[src/rtl/alu_arbiter_if.sv]
// Bundle of request, ALU and response signals shared between the arbiter (slave)
// and its requesters/ALU environment (master).
interface alu_arbiter_if;
    logic [1:0]   req_valid;
    logic [1:0]   req_ready;
    logic [15:0]  req_op;
    logic [127:0] req_a;
    logic [127:0] req_b;
    logic [3:0]   req_width;

    logic [7:0]   alu_op;
    logic [63:0]  alu_a;
    logic [63:0]  alu_b;
    logic         alu_cin;
    logic [1:0]   alu_width;
    logic [63:0]  alu_r;
    logic         alu_zero;
    logic         alu_carry;
    logic         alu_setcarry;
    logic         alu_setr;

    logic         rsp_valid;
    logic         rsp_ready;
    logic         rsp_id;
    logic [63:0]  rsp_r;
    logic         rsp_zero;
    logic         rsp_wr;
    logic         rsp_dz;
    logic [1:0]   carry_flag;

    modport slave (
        input  req_valid, req_op, req_a, req_b, req_width,
        input  alu_r, alu_zero, alu_carry, alu_setcarry, alu_setr,
        input  rsp_ready,
        output req_ready,
        output alu_op, alu_a, alu_b, alu_cin, alu_width,
        output rsp_valid, rsp_id, rsp_r, rsp_zero, rsp_wr, rsp_dz, carry_flag
    );

    modport master (
        output req_valid, req_op, req_a, req_b, req_width,
        output alu_r, alu_zero, alu_carry, alu_setcarry, alu_setr,
        output rsp_ready,
        input  req_ready,
        input  alu_op, alu_a, alu_b, alu_cin, alu_width,
        input  rsp_valid, rsp_id, rsp_r, rsp_zero, rsp_wr, rsp_dz, carry_flag
    );
endinterface

[src/rtl/alu_arbiter.sv]
// Round-robin share of one combinational ALU between two requesters, holding
// operands for a per-op latency and keeping one carry flag per requester.
module alu_arbiter #(
    parameter int MUL_LAT = 4,
    parameter int DIV_LAT = 16
) (
    input logic         clk,
    input logic         rst_n,
    alu_arbiter_if.slave bus
);
    localparam int MAX_LAT = (MUL_LAT > DIV_LAT) ? MUL_LAT : DIV_LAT;
    localparam int CNT_W   = (MAX_LAT > 1) ? $clog2(MAX_LAT) : 1;

    typedef enum logic [1:0] {IDLE, EXEC, RESP} state_t;

    state_t             state_q;
    logic               prio_q;
    logic               id_q;
    logic [7:0]         op_q;
    logic [63:0]        a_q;
    logic [63:0]        b_q;
    logic [1:0]         width_q;
    logic [CNT_W-1:0]   cnt_q;
    logic               dz_q;
    logic [1:0]         carry_q;
    logic               rsp_valid_q;
    logic [63:0]        rsp_r_q;
    logic               rsp_zero_q;
    logic               rsp_wr_q;
    logic               rsp_dz_q;

    logic               winner;
    logic               accept;
    logic [7:0]         selOp;
    logic [63:0]        selA;
    logic [63:0]        selB;
    logic [1:0]         selWidth;
    logic [63:0]        widthMask;
    logic [63:0]        effB;
    logic               isMul;
    logic               isDiv;
    logic               divZero;
    logic [CNT_W-1:0]   cnt_d;

    // Grant and latency decode for the request that would be accepted this cycle
    always_comb begin
        winner   = (bus.req_valid == 2'b11) ? prio_q : bus.req_valid[1];
        accept   = rst_n && (state_q == IDLE) && (|bus.req_valid);
        selOp    = winner ? bus.req_op[15:8]     : bus.req_op[7:0];
        selA     = winner ? bus.req_a[127:64]    : bus.req_a[63:0];
        selB     = winner ? bus.req_b[127:64]    : bus.req_b[63:0];
        selWidth = winner ? bus.req_width[3:2]   : bus.req_width[1:0];
        case (selWidth)
            2'd0:    widthMask = 64'h0000_0000_0000_00FF;
            2'd1:    widthMask = 64'h0000_0000_0000_FFFF;
            2'd2:    widthMask = 64'h0000_0000_FFFF_FFFF;
            default: widthMask = 64'hFFFF_FFFF_FFFF_FFFF;
        endcase
        effB    = selOp[7] ? 64'd0 : (selB & widthMask);
        isMul   = (selOp[6:0] >= 7'd5) && (selOp[6:0] <= 7'd8);
        isDiv   = (selOp[6:0] >= 7'd9) && (selOp[6:0] <= 7'd12);
        divZero = isDiv && (effB == 64'd0);
        if (divZero)
            cnt_d = '0;
        else if (isMul)
            cnt_d = CNT_W'(MUL_LAT - 1);
        else if (isDiv)
            cnt_d = CNT_W'(DIV_LAT - 1);
        else
            cnt_d = '0;
    end

    assign bus.req_ready = accept ? (winner ? 2'b10 : 2'b01) : 2'b00;

    // Divide-by-zero never looks at the ALU result and leaves carry untouched
    always_ff @(posedge clk) begin
        if (!rst_n) begin
            state_q     <= IDLE;
            prio_q      <= 1'b0;
            id_q        <= 1'b0;
            op_q        <= '0;
            a_q         <= '0;
            b_q         <= '0;
            width_q     <= '0;
            cnt_q       <= '0;
            dz_q        <= 1'b0;
            carry_q     <= '0;
            rsp_valid_q <= 1'b0;
            rsp_r_q     <= '0;
            rsp_zero_q  <= 1'b0;
            rsp_wr_q    <= 1'b0;
            rsp_dz_q    <= 1'b0;
        end else begin
            case (state_q)
                IDLE: begin
                    if (accept) begin
                        op_q    <= selOp;
                        a_q     <= selA;
                        b_q     <= selB;
                        width_q <= selWidth;
                        id_q    <= winner;
                        prio_q  <= ~winner;
                        cnt_q   <= cnt_d;
                        dz_q    <= divZero;
                        state_q <= EXEC;
                    end
                end
                EXEC: begin
                    if (cnt_q == '0) begin
                        if (dz_q) begin
                            rsp_r_q    <= '0;
                            rsp_zero_q <= 1'b1;
                            rsp_wr_q   <= 1'b0;
                            rsp_dz_q   <= 1'b1;
                        end else begin
                            rsp_r_q    <= bus.alu_r;
                            rsp_zero_q <= bus.alu_zero;
                            rsp_wr_q   <= bus.alu_setr;
                            rsp_dz_q   <= 1'b0;
                            if (bus.alu_setcarry)
                                carry_q[id_q] <= bus.alu_carry;
                        end
                        rsp_valid_q <= 1'b1;
                        state_q     <= RESP;
                    end else begin
                        cnt_q <= cnt_q - CNT_W'(1);
                    end
                end
                RESP: begin
                    if (bus.rsp_ready) begin
                        rsp_valid_q <= 1'b0;
                        state_q     <= IDLE;
                    end
                end
                default: state_q <= IDLE;
            endcase
        end
    end

    assign bus.alu_op     = op_q;
    assign bus.alu_a      = a_q;
    assign bus.alu_b      = b_q;
    assign bus.alu_width  = width_q;
    assign bus.alu_cin    = carry_q[id_q];
    assign bus.rsp_valid  = rsp_valid_q;
    assign bus.rsp_id     = id_q;
    assign bus.rsp_r      = rsp_r_q;
    assign bus.rsp_zero   = rsp_zero_q;
    assign bus.rsp_wr     = rsp_wr_q;
    assign bus.rsp_dz     = rsp_dz_q;
    assign bus.carry_flag = carry_q;
endmodule

[src/flat_wrapper.sv]
// flat-port wrapper written by rule: the top's interface ports become plain ports
module alu_arbiter_flat 
#(
    parameter int MUL_LAT = 4,
    parameter int DIV_LAT = 16
)
  (clk, rst_n, bus_req_valid, bus_req_op, bus_req_a, bus_req_b, bus_req_width, bus_alu_r, bus_alu_zero, bus_alu_carry, bus_alu_setcarry, bus_alu_setr, bus_rsp_ready, bus_req_ready, bus_alu_op, bus_alu_a, bus_alu_b, bus_alu_cin, bus_alu_width, bus_rsp_valid, bus_rsp_id, bus_rsp_r, bus_rsp_zero, bus_rsp_wr, bus_rsp_dz, bus_carry_flag);
  alu_arbiter_if bus_i ();
  input logic clk;
  input logic rst_n;
  input wire logic [$bits(bus_i.req_valid)-1:0] bus_req_valid;
  input wire logic [$bits(bus_i.req_op)-1:0] bus_req_op;
  input wire logic [$bits(bus_i.req_a)-1:0] bus_req_a;
  input wire logic [$bits(bus_i.req_b)-1:0] bus_req_b;
  input wire logic [$bits(bus_i.req_width)-1:0] bus_req_width;
  input wire logic [$bits(bus_i.alu_r)-1:0] bus_alu_r;
  input wire logic [$bits(bus_i.alu_zero)-1:0] bus_alu_zero;
  input wire logic [$bits(bus_i.alu_carry)-1:0] bus_alu_carry;
  input wire logic [$bits(bus_i.alu_setcarry)-1:0] bus_alu_setcarry;
  input wire logic [$bits(bus_i.alu_setr)-1:0] bus_alu_setr;
  input wire logic [$bits(bus_i.rsp_ready)-1:0] bus_rsp_ready;
  output wire logic [$bits(bus_i.req_ready)-1:0] bus_req_ready;
  output wire logic [$bits(bus_i.alu_op)-1:0] bus_alu_op;
  output wire logic [$bits(bus_i.alu_a)-1:0] bus_alu_a;
  output wire logic [$bits(bus_i.alu_b)-1:0] bus_alu_b;
  output wire logic [$bits(bus_i.alu_cin)-1:0] bus_alu_cin;
  output wire logic [$bits(bus_i.alu_width)-1:0] bus_alu_width;
  output wire logic [$bits(bus_i.rsp_valid)-1:0] bus_rsp_valid;
  output wire logic [$bits(bus_i.rsp_id)-1:0] bus_rsp_id;
  output wire logic [$bits(bus_i.rsp_r)-1:0] bus_rsp_r;
  output wire logic [$bits(bus_i.rsp_zero)-1:0] bus_rsp_zero;
  output wire logic [$bits(bus_i.rsp_wr)-1:0] bus_rsp_wr;
  output wire logic [$bits(bus_i.rsp_dz)-1:0] bus_rsp_dz;
  output wire logic [$bits(bus_i.carry_flag)-1:0] bus_carry_flag;
  assign bus_i.req_valid = bus_req_valid;
  assign bus_i.req_op = bus_req_op;
  assign bus_i.req_a = bus_req_a;
  assign bus_i.req_b = bus_req_b;
  assign bus_i.req_width = bus_req_width;
  assign bus_i.alu_r = bus_alu_r;
  assign bus_i.alu_zero = bus_alu_zero;
  assign bus_i.alu_carry = bus_alu_carry;
  assign bus_i.alu_setcarry = bus_alu_setcarry;
  assign bus_i.alu_setr = bus_alu_setr;
  assign bus_i.rsp_ready = bus_rsp_ready;
  assign bus_req_ready = bus_i.req_ready;
  assign bus_alu_op = bus_i.alu_op;
  assign bus_alu_a = bus_i.alu_a;
  assign bus_alu_b = bus_i.alu_b;
  assign bus_alu_cin = bus_i.alu_cin;
  assign bus_alu_width = bus_i.alu_width;
  assign bus_rsp_valid = bus_i.rsp_valid;
  assign bus_rsp_id = bus_i.rsp_id;
  assign bus_rsp_r = bus_i.rsp_r;
  assign bus_rsp_zero = bus_i.rsp_zero;
  assign bus_rsp_wr = bus_i.rsp_wr;
  assign bus_rsp_dz = bus_i.rsp_dz;
  assign bus_carry_flag = bus_i.carry_flag;
  alu_arbiter #(.MUL_LAT(MUL_LAT), .DIV_LAT(DIV_LAT)) u_core (.clk(clk), .rst_n(rst_n), .bus(bus_i));
endmodule
[config.mk]
export PLATFORM = sky130hd
export DESIGN_NAME = alu_arbiter_flat
export DESIGN_NICKNAME = d
export VERILOG_FILES = /design/src/rtl/alu_arbiter_if.sv /design/src/rtl/alu_arbiter.sv /design/src/flat_wrapper.sv
export SDC_FILE = /design/constraint.sdc
export NUM_CORES = 1
export LEC_CHECK = 0
export ABC_AREA = 1
export CORE_AREA = 4 4 213 215
export DETAILED_ROUTE_END_ITERATION = 12
export DIE_AREA = 0 0 217 219
export PLACE_DENSITY = 0.62
export RECOVER_POWER = 50
export SLEW_MARGIN = 15
export SYNTH_ARGS = -nofsm -noshare
export SYNTH_HDL_FRONTEND = slang
export SYNTH_SLANG_ARGS = --single-unit
[constraint.sdc]
create_clock -name clk -period 2.1 [get_ports clk]
set_input_delay 0.525 -clock clk [delete_from_list [all_inputs] [get_ports clk]]
set_output_delay 0.525 -clock clk [all_outputs]
set_load 0.03 [all_outputs]
* Yosys cells after proc, flatten, opt, wreduce, memory -nomap -nowiden
Index checks and enable logic that the tools add are counted.
** Word-level totals
- Register bits :: 217
- Input port bits :: 349
- Output and inout bits :: 212
- Word-level logic and storage cells :: 84
** Cells by class
- $add $sub $neg :: 1
- Order comparisons :: 6
- Equality and inequality tests :: 9
- Mux-type cells :: 31
- Bitwise operators :: 3
- Reductions and logical operators :: 19
** Operators by type and width (count)
- 64-bit 2-to-1 mux :: 4
- 64-bit case mux with 3 select lines :: 1
- 64-bit AND :: 1
- 64-bit logical NOT :: 1
- 4-bit 2-to-1 mux :: 5
- 7-bit by 4-bit less-or-equal comparator with 1-bit output (second input constant) :: 2
- 2-bit 2-to-1 mux :: 6
- 1-bit 2-to-1 mux :: 9
- 3-bit AND reduction :: 3
- 8-bit 2-to-1 mux :: 1
- 4-bit case mux with 2 select lines :: 1
- 7-bit by 3-bit greater-or-equal comparator with 1-bit output (second input constant) :: 1
- 7-bit by 4-bit greater-or-equal comparator with 1-bit output (second input constant) :: 1
- 2-bit == test (second input constant) :: 3
- 1-bit logical AND :: 6
- 2-bit case mux with 3 select lines :: 1
- 2-bit by 1-bit == test with 1-bit output (second input constant) :: 2
- 2-bit logical NOT :: 2
- 4-bit logical NOT :: 1
- 2-bit by 1-bit != test with 1-bit output (second input constant) :: 2
- 2-bit != test (second input constant) :: 2
- 2-bit AND reduction :: 2
- 4-bit AND reduction :: 1
- 2-bit nonzero test :: 2
- 8 further kinds :: 9

* Depth between registers and ports, before layout
Gate-level depths: netlist (run 1).
- Word-level depth :: 12
- Depth in mapped cells :: 18
- Mapped depth without buffers :: 16

* Worst setup path after synthesis (run 1)
OpenSTA, ideal clock, no wires.
- Path kind :: input-to-output
- From :: in bus_req_valid[0]
- To :: out bus_req_ready[1]
- Data arrival time :: 1.747 ns
- Data required time :: 1.575 ns
- Slack :: -0.172 ns
- Cell stages on the path :: 7
- Cells stage by stage :: nand2_2 > nand2_1 > buf_4 > buf_6 > nor2_1 > buf_2 > buf_1
** Between the ends
- Cells in the longest elaborated chain, start to end :: 4
** Ends and longest elaborated chain
- start, declared :: line flat_wrapper.sv:11 : input wire logic [$bits(bus_i.req_valid)-1:0] bus_req_valid;
- 2-bit == test :: line alu_arbiter.sv:47 : winner = (bus.req_valid == 2'b11) ? prio_q : bus.req_valid[1];
- 1-bit 2-to-1 mux :: line alu_arbiter.sv:47
- 2-bit 2-to-1 mux :: line alu_arbiter.sv:73 : assign bus.req_ready = accept ? (winner ? 2'b10 : 2'b01) : 2'b00;
- 2-bit 2-to-1 mux * :: line alu_arbiter.sv:73
- end, declared :: line flat_wrapper.sv:22 : output wire logic [$bits(bus_i.req_ready)-1:0] bus_req_ready;
Mark *: on every way between the ends. The rest lies on a longest branch, timed or not.

* Worst setup path in the final report (run 1)
- From :: in bus_req_valid[1]
- To :: out bus_req_ready[1]
Same word-level chain as after synthesis.

==> flow_summary.json, run 1 <==
{
  "critPathSlowestCell": "clkdlybuf4s15_2",
  "crit_chain": "clkdlybuf4s15_2 > buf_4 > or2_4 > nand3_4 > nor2_4 > buf_6",
  "synth_top_cell_by_area": "dfxtp_1",
  "crit_buf_inv": 3,
  "rows": 77,
  "synth_top_cell_area_share": 0.476,
  "first_pass_iters": 6,
  "cts-root-buf": "clkbuf_16",
  "maxSlewHeadroom": 0.599,
  "ys_ff_latch": 217,
  "hold_buffers": 0,
  "hold_viol": 0,
  "die_w_um": 217,
  "violations": "negative setup slack",
  "min-delay-path-class": "input port to register",
  "cp-start-kind": "input port",
  "netlist_top_cells_area": "dfxtp_1, nand2_1, o21ai_0, a31oi_1, nand3_1",
  "grt_pass1_wl_um": 62600,
  "required_ps": 1570,
  "power_mw": 13.4,
  "min_period_over_period": 1.03,
  "slew_viol_final": 0,
  "maxCapViolations": 0,
  "syn_inst": 1284,
  "synthTopCellsByCount": "nand2_1, dfxtp_1, o21ai_0, inv_1, nand3_1",
  "max_stage_delay_ps": 260,
  "synthArstFlopShare": 0,
  "die_area_um2": 47500,
  "ant_nets": 0,
  "grt_pass1_vias": 10847,
  "rsz0062_at_grt": "yes",
  "clk_latency_ps": 540,
  "finClkSkew_ps": 7.25,
  "synth.most_common_cell": "nand2_1",
  "netlist-cell-type-count": 31,
  "gp_congestion": 0.950,
  "cts_num_sinks": 217,
  "htree_levels": 1,
  "timing.final.crit_period_ps": 2160,
  "vias_per_cell": 4.39,
  "layout_setup_ws_ps": -56.5,
  "cts_made_buffers": 27,
  "stdcell_area_um2": 16900,
  "antenna_found_initial": 1,
  "crit_family": "buffers and inverters",
  "start_util": 0.209,
  "cts_tree": "yes",
  "core_um2": 43700,
  "syn-num-nets": 1635,
  "endpoint_kind": "primary output",
  "utilization": 0.385,
  "synth_edf_count": 0,
  "grtUsageTotal": 0.166,
  "grt_max_degree": 72,
  "max_freq_mhz": 464,
  "wirelength_um": 42200,
  "drc": 0,
  "setup_viol": 1,
  "via_count": 11038,
  "synthFlopType": "dfxtp_1",
  "die_y_um": 219,
  "ys_warn_count": 0,
  "port_buffers": 560,
  "wl_per_cell_um": 16.8,
  "fillers": 4593,
  "io-pin-count": 561,
  "ir_worst_vdd_uv": 413,
  "power_leakage_nw": 7.55,
  "nNetsFinal": 2250,
  "outcome": "finished with violations",
  "path_clk_slew_ps": 60,
  "synthesis.area_um2": 9130,
  "crit_type": "input port to primary output",
  "cp.arrival_ps": 1630,
  "yosysSeqAreaShare": 0.476,
  "synth_area_per_cell_um2": 7.11,
  "placed_area_um2": 16000,
  "area_growth_pct": 84.7,
  "cp_max_fo": 8,
  "powerDensity_nw_per_um2": 792,
  "grt_overflow": 0,
  "dp_hpwl_um": 33000,
  "drive_above_1_share": 0.0984,
  "clockBufferDepth": 3,
  "drt_first_iter_violations": 684,
  "holdWs_ps": 332,
  "tightest_slew_ps": 602
}
## worst min-delay path: cells and delay by family
family	cells	cell delay [ps]
compound gates	2	130
buf+inv	1	170
## logic make-up (layout without fill, tap and decap cells)
group,after synthesis,count (layout),share of synthesized area
AND/OR/NAND/NOR,613,613,0.273
AO/OA/AOI/OAI,274,274,0.166
flip-flops,217,217,0.476
buffers and inverters,172,808,0.0756
multiplexers,5,5,0.00548
adder cells (fa/ha/maj),2,2,0.00274
XOR/XNOR,1,1,0.000959
other,0,1,0
## state kept, by name, indices dropped and copies added (netlist names)
register and count:
u_core.bus.alu_width 2, u_core.bus.alu_op 8, u_core.bus.alu_a 64, u_core.bus.alu_b 64, u_core.dz_q 1, u_core.bus.carry_flag 2
u_core.bus.rsp_valid 1, u_core.state_q 2, u_core.bus.rsp_r 64, u_core.cnt_q 4, u_core.bus.rsp_id 1, u_core.bus.rsp_dz 1
u_core.bus.rsp_zero 1, u_core.bus.rsp_wr 1, u_core.prio_q 1
## where the power goes
part | leakage [nW] | internal (mW) | switching [mW]
logic | 5.31 | 1.58 | 2.16
registers | 1.78 | 4.55 | 0.233
clock network | 0.450 | 2.95 | 1.88
total | 7.55 | 9.08 | 4.27
## per-layer routing
| metal | up-vias | part of all wire | track usage |
|---|---|---|---|
| li1 | 5450 | - | - |
| met1 | 4999 | 0.40 | 0.201 |
| met2 | 509 | 0.48 | 0.284 |
| met3 | 80 | 0.085 | 0.0469 |
| met4 | 0 | 0.038 | 0.0572 |
| met5 | - | 0 | 0 |
## worst paths after layout
path / startpoint / endpoint / slack, ps / cells after the start
hold / removal: rst_n / u_core.bus.carry_flag[0] / 330 / 3
hold reg to reg: u_core.bus.carry_flag[0] / u_core.bus.carry_flag[0] / 460 / 2
setup / recovery: bus_req_valid[1] / bus_req_ready[1] / -60 / 6
setup reg to reg: u_core.prio_q / u_core.cnt_q[3] / 40 / 18
## layout make-up
class,count,area (um^2),share of cell area
repair buffers,677,6360,0.377
flip-flops and latches,217,4350,0.258
multi-input cells,895,4180,0.248
clock buffers,39,781,0.0463
well taps,592,741,0.0439
inverters,81,307,0.0182
clock inverters,11,143,0.00846
diodes,1,2.50,0.000148
## per-stage QoR
stage / instances / setup WS (ps) / TNS (ps)
after floorplan: 1284 / 35.1 / 0
after global placement: 2453 / -727 / -48700
after detailed placement: 2453 / -744 / -53180
after CTS: 2508 / -127 / -189
after global routing: 2513 / -150 / -4700
final: 2513 / -56.5 / -56.5
## cell usage in the layout, fill, tap and decap left out, types with 3 or more instances in the layout
cell type	synthesis	routed
nand2_1	455	452
clkdlybuf4s50_1	0	345
dfxtp_1	217	215
dlygate4sd2_1	0	206
buf_4	4	100
o21ai_0	102	96
inv_1	78	78
nand3_1	77	75
a31oi_1	69	69
a21oi_1	61	61
nor2_1	51	43
o21ai_1	21	27
clkbuf_16	0	27
nand3b_1	21	21
a22oi_1	16	16
clkbuf_1	51	8
buf_12	0	8
buf_6	1	7
clkbuf_8	0	6
mux2i_1	5	5
nor2_2	1	5
nor2_4	0	4
clkinv_2	0	4
dlymetal6s2s_1	0	4
bufinv_16	0	3
## repair_timing
action	CTS	global route
setup buffers	6	5
pin swaps	4	12
setup endpoints to repair	213	14
gates resized for setup	228	27
(Power assumes the default switching activity.)
==> inputs of run 2 (changes only) <==
==> constraint.sdc (replaced) <==
create_clock -name clk -period 2.1 [get_ports clk]
set_input_delay 0.42 -clock clk [delete_from_list [all_inputs] [get_ports clk]]
set_output_delay 0.42 -clock clk [all_outputs]
set_load 0.03 [all_outputs]
==> run 2 against run 1 <==
Against the previous run:
- the flow now finishes without violations
- cell count fell by 1.2%
- fmax is 3.4% higher
- die area stayed put
- register-to-register slack about the same
- routed wire length fell by 0.95%
- sequential share of layout area shrank 0.46 points
- worst setup slack better by 72 ps
- worst hold slack better by 32 ps
- clock-buffer cell count fell by 3
- critical path depth up 1
- total power is 3.4% higher
==> flow_summary.json, run 2 (synthesized netlist as in run 1, its figures left out) <==
{
  "grt_pass1_wl_um": 61200,
  "grt_max_degree": 83,
  "wirelength_um": 41800,
  "io-pin-count": 561,
  "dpl_worst_slack_ps": -776,
  "min-delay-path-class": "input port to register",
  "cp.arrival_ps": 1660,
  "finClkSkew_ps": 10.7,
  "cp_max_fo": 5,
  "grtUsageTotal": 0.161,
  "layout_setup_ws_ps": 15.2,
  "vias_per_cell": 4.37,
  "slew_viol_final": 0,
  "port_buffers": 560,
  "utilization": 0.392,
  "maxCapViolations": 0,
  "crit_buf_inv": 4,
  "power_leakage_nw": 6.67,
  "antenna_found_initial": 2,
  "first_pass_iters": 5,
  "htree_levels": 1,
  "core_um2": 43700,
  "cts_tree": "yes",
  "tightest_slew_ps": 473,
  "crit_chain": "inv_4 > nand2_8 > nand2_8 > buf_8 > nor2_4 > buf_12 > buf_8",
  "wl_per_cell_um": 16.8,
  "min_period_over_period": 0.993,
  "grt_pass1_vias": 10841,
  "cts_num_sinks": 217,
  "via_count": 10852,
  "drt_first_iter_violations": 631,
  "nNetsFinal": 2222,
  "setup_viol": 0,
  "ant_nets": 0,
  "max_freq_mhz": 480,
  "critPathSlowestCell": "dfxtp_2",
  "cp-start-kind": "register",
  "rsz0062_at_grt": "yes",
  "die_y_um": 219,
  "die_w_um": 217,
  "required_ps": 1680,
  "setup_tns_ps": 0,
  "cts_made_buffers": 27,
  "clk_latency_ps": 540,
  "path_clk_slew_ps": 60,
  "grt_overflow": 0,
  "drive_above_1_share": 0.0905,
  "cts-root-buf": "clkbuf_16",
  "fillers": 4521,
  "final_cell_mix": "clkdlybuf4s50_1, nand2_1, dfxtp_1",
  "final_common_cell": "clkdlybuf4s50_1",
  "start_util": 0.209,
  "crit_family": "buffers and inverters",
  "hold_buffers": 0,
  "maxSlewHeadroom": 0.685,
  "dp_hpwl_um": 32200,
  "die_area_um2": 47500,
  "gp_congestion": 0.920,
  "crit_type": "register to primary output",
  "powerDensity_nw_per_um2": 805,
  "rows": 77,
  "clockBufferDepth": 3,
  "area_growth_pct": 87.8,
  "hold_viol": 0,
  "drc": 0,
  "ir_worst_vdd_uv": 448,
  "max_stage_delay_ps": 340,
  "endpoint_kind": "primary output",
  "outcome": "completed",
  "timing.final.crit_period_ps": 2080
}
==> run 2: tightest hold or removal path, delay by kind of cell <==
family | cells | cell delay [ps]
and+or+nand+nor | 2 | 240
AOI/OAI and AO/OA | 1 | 50
buffers and inverters | 1 | 130
==> run 2: repair_timing <==
action,CTS,global route
gates resized for setup,20,41
endpoints found under the setup margin,12,11
buffers inserted,4,6
pin swaps,1,5
gates cloned,0,4
==> run 2: cell type report <==
cell class / instances / area, um^2 / area share
clock buffer: 36 / 749 / 0.0437
multi-input combinational: 896 / 4240 / 0.247
inverter: 81 / 309 / 0.0180
sequential: 217 / 4350 / 0.253
clock inverter: 11 / 190 / 0.0111
antenna: 3 / 7.51 / 0.000438
tap: 592 / 741 / 0.0432
timing repair buffer: 648 / 6560 / 0.383
==> run 2: per-stage QoR <==
step	instance area [um^2]	hold WS, ps	std cells	power (mW)
CTS	16900	337	2471	13.9
global placement	15900	452	2420	8.80
finish	17200	364	2484	13.8
detailed placement	15900	454	2420	8.81
global route	17100	379	2483	14.4
floorplan	9130	469	1284	6.68
==> run 2: where the power goes <==
part / internal [mW] / switching [mW]
clock network: 3.11 / 1.88
logic: 1.86 / 2.15
registers: 4.55 / 0.256
total: 9.52 / 4.29
==> run 2: final timing paths <==
check,from,to,slack [ps],depth (start not counted)
setup reg to reg,u_core.prio_q,u_core.cnt_q[2],40,16
hold / removal,rst_n,u_core.prio_q,360,4
hold reg to reg,u_core.bus.rsp_zero,u_core.bus.rsp_zero,460,2
setup / recovery,u_core.prio_q,bus_req_ready[1],20,7
==> run 2: per-layer routing <==
layer	vias up	global-route usage	share of wire
li1	5393	-	-
met1	4940	0.192	0.41
met3	74	0.0442	0.079
met2	445	0.274	0.47
met4	0	0.0672	0.039
met5	-	0	0
==> inputs of run 3 (changes only) <==
Settings changed: SLEW_MARGIN 15 to 20.
==> results of run 3 <==
No change in the layout: final DEF, timing and power equal those of run 2.
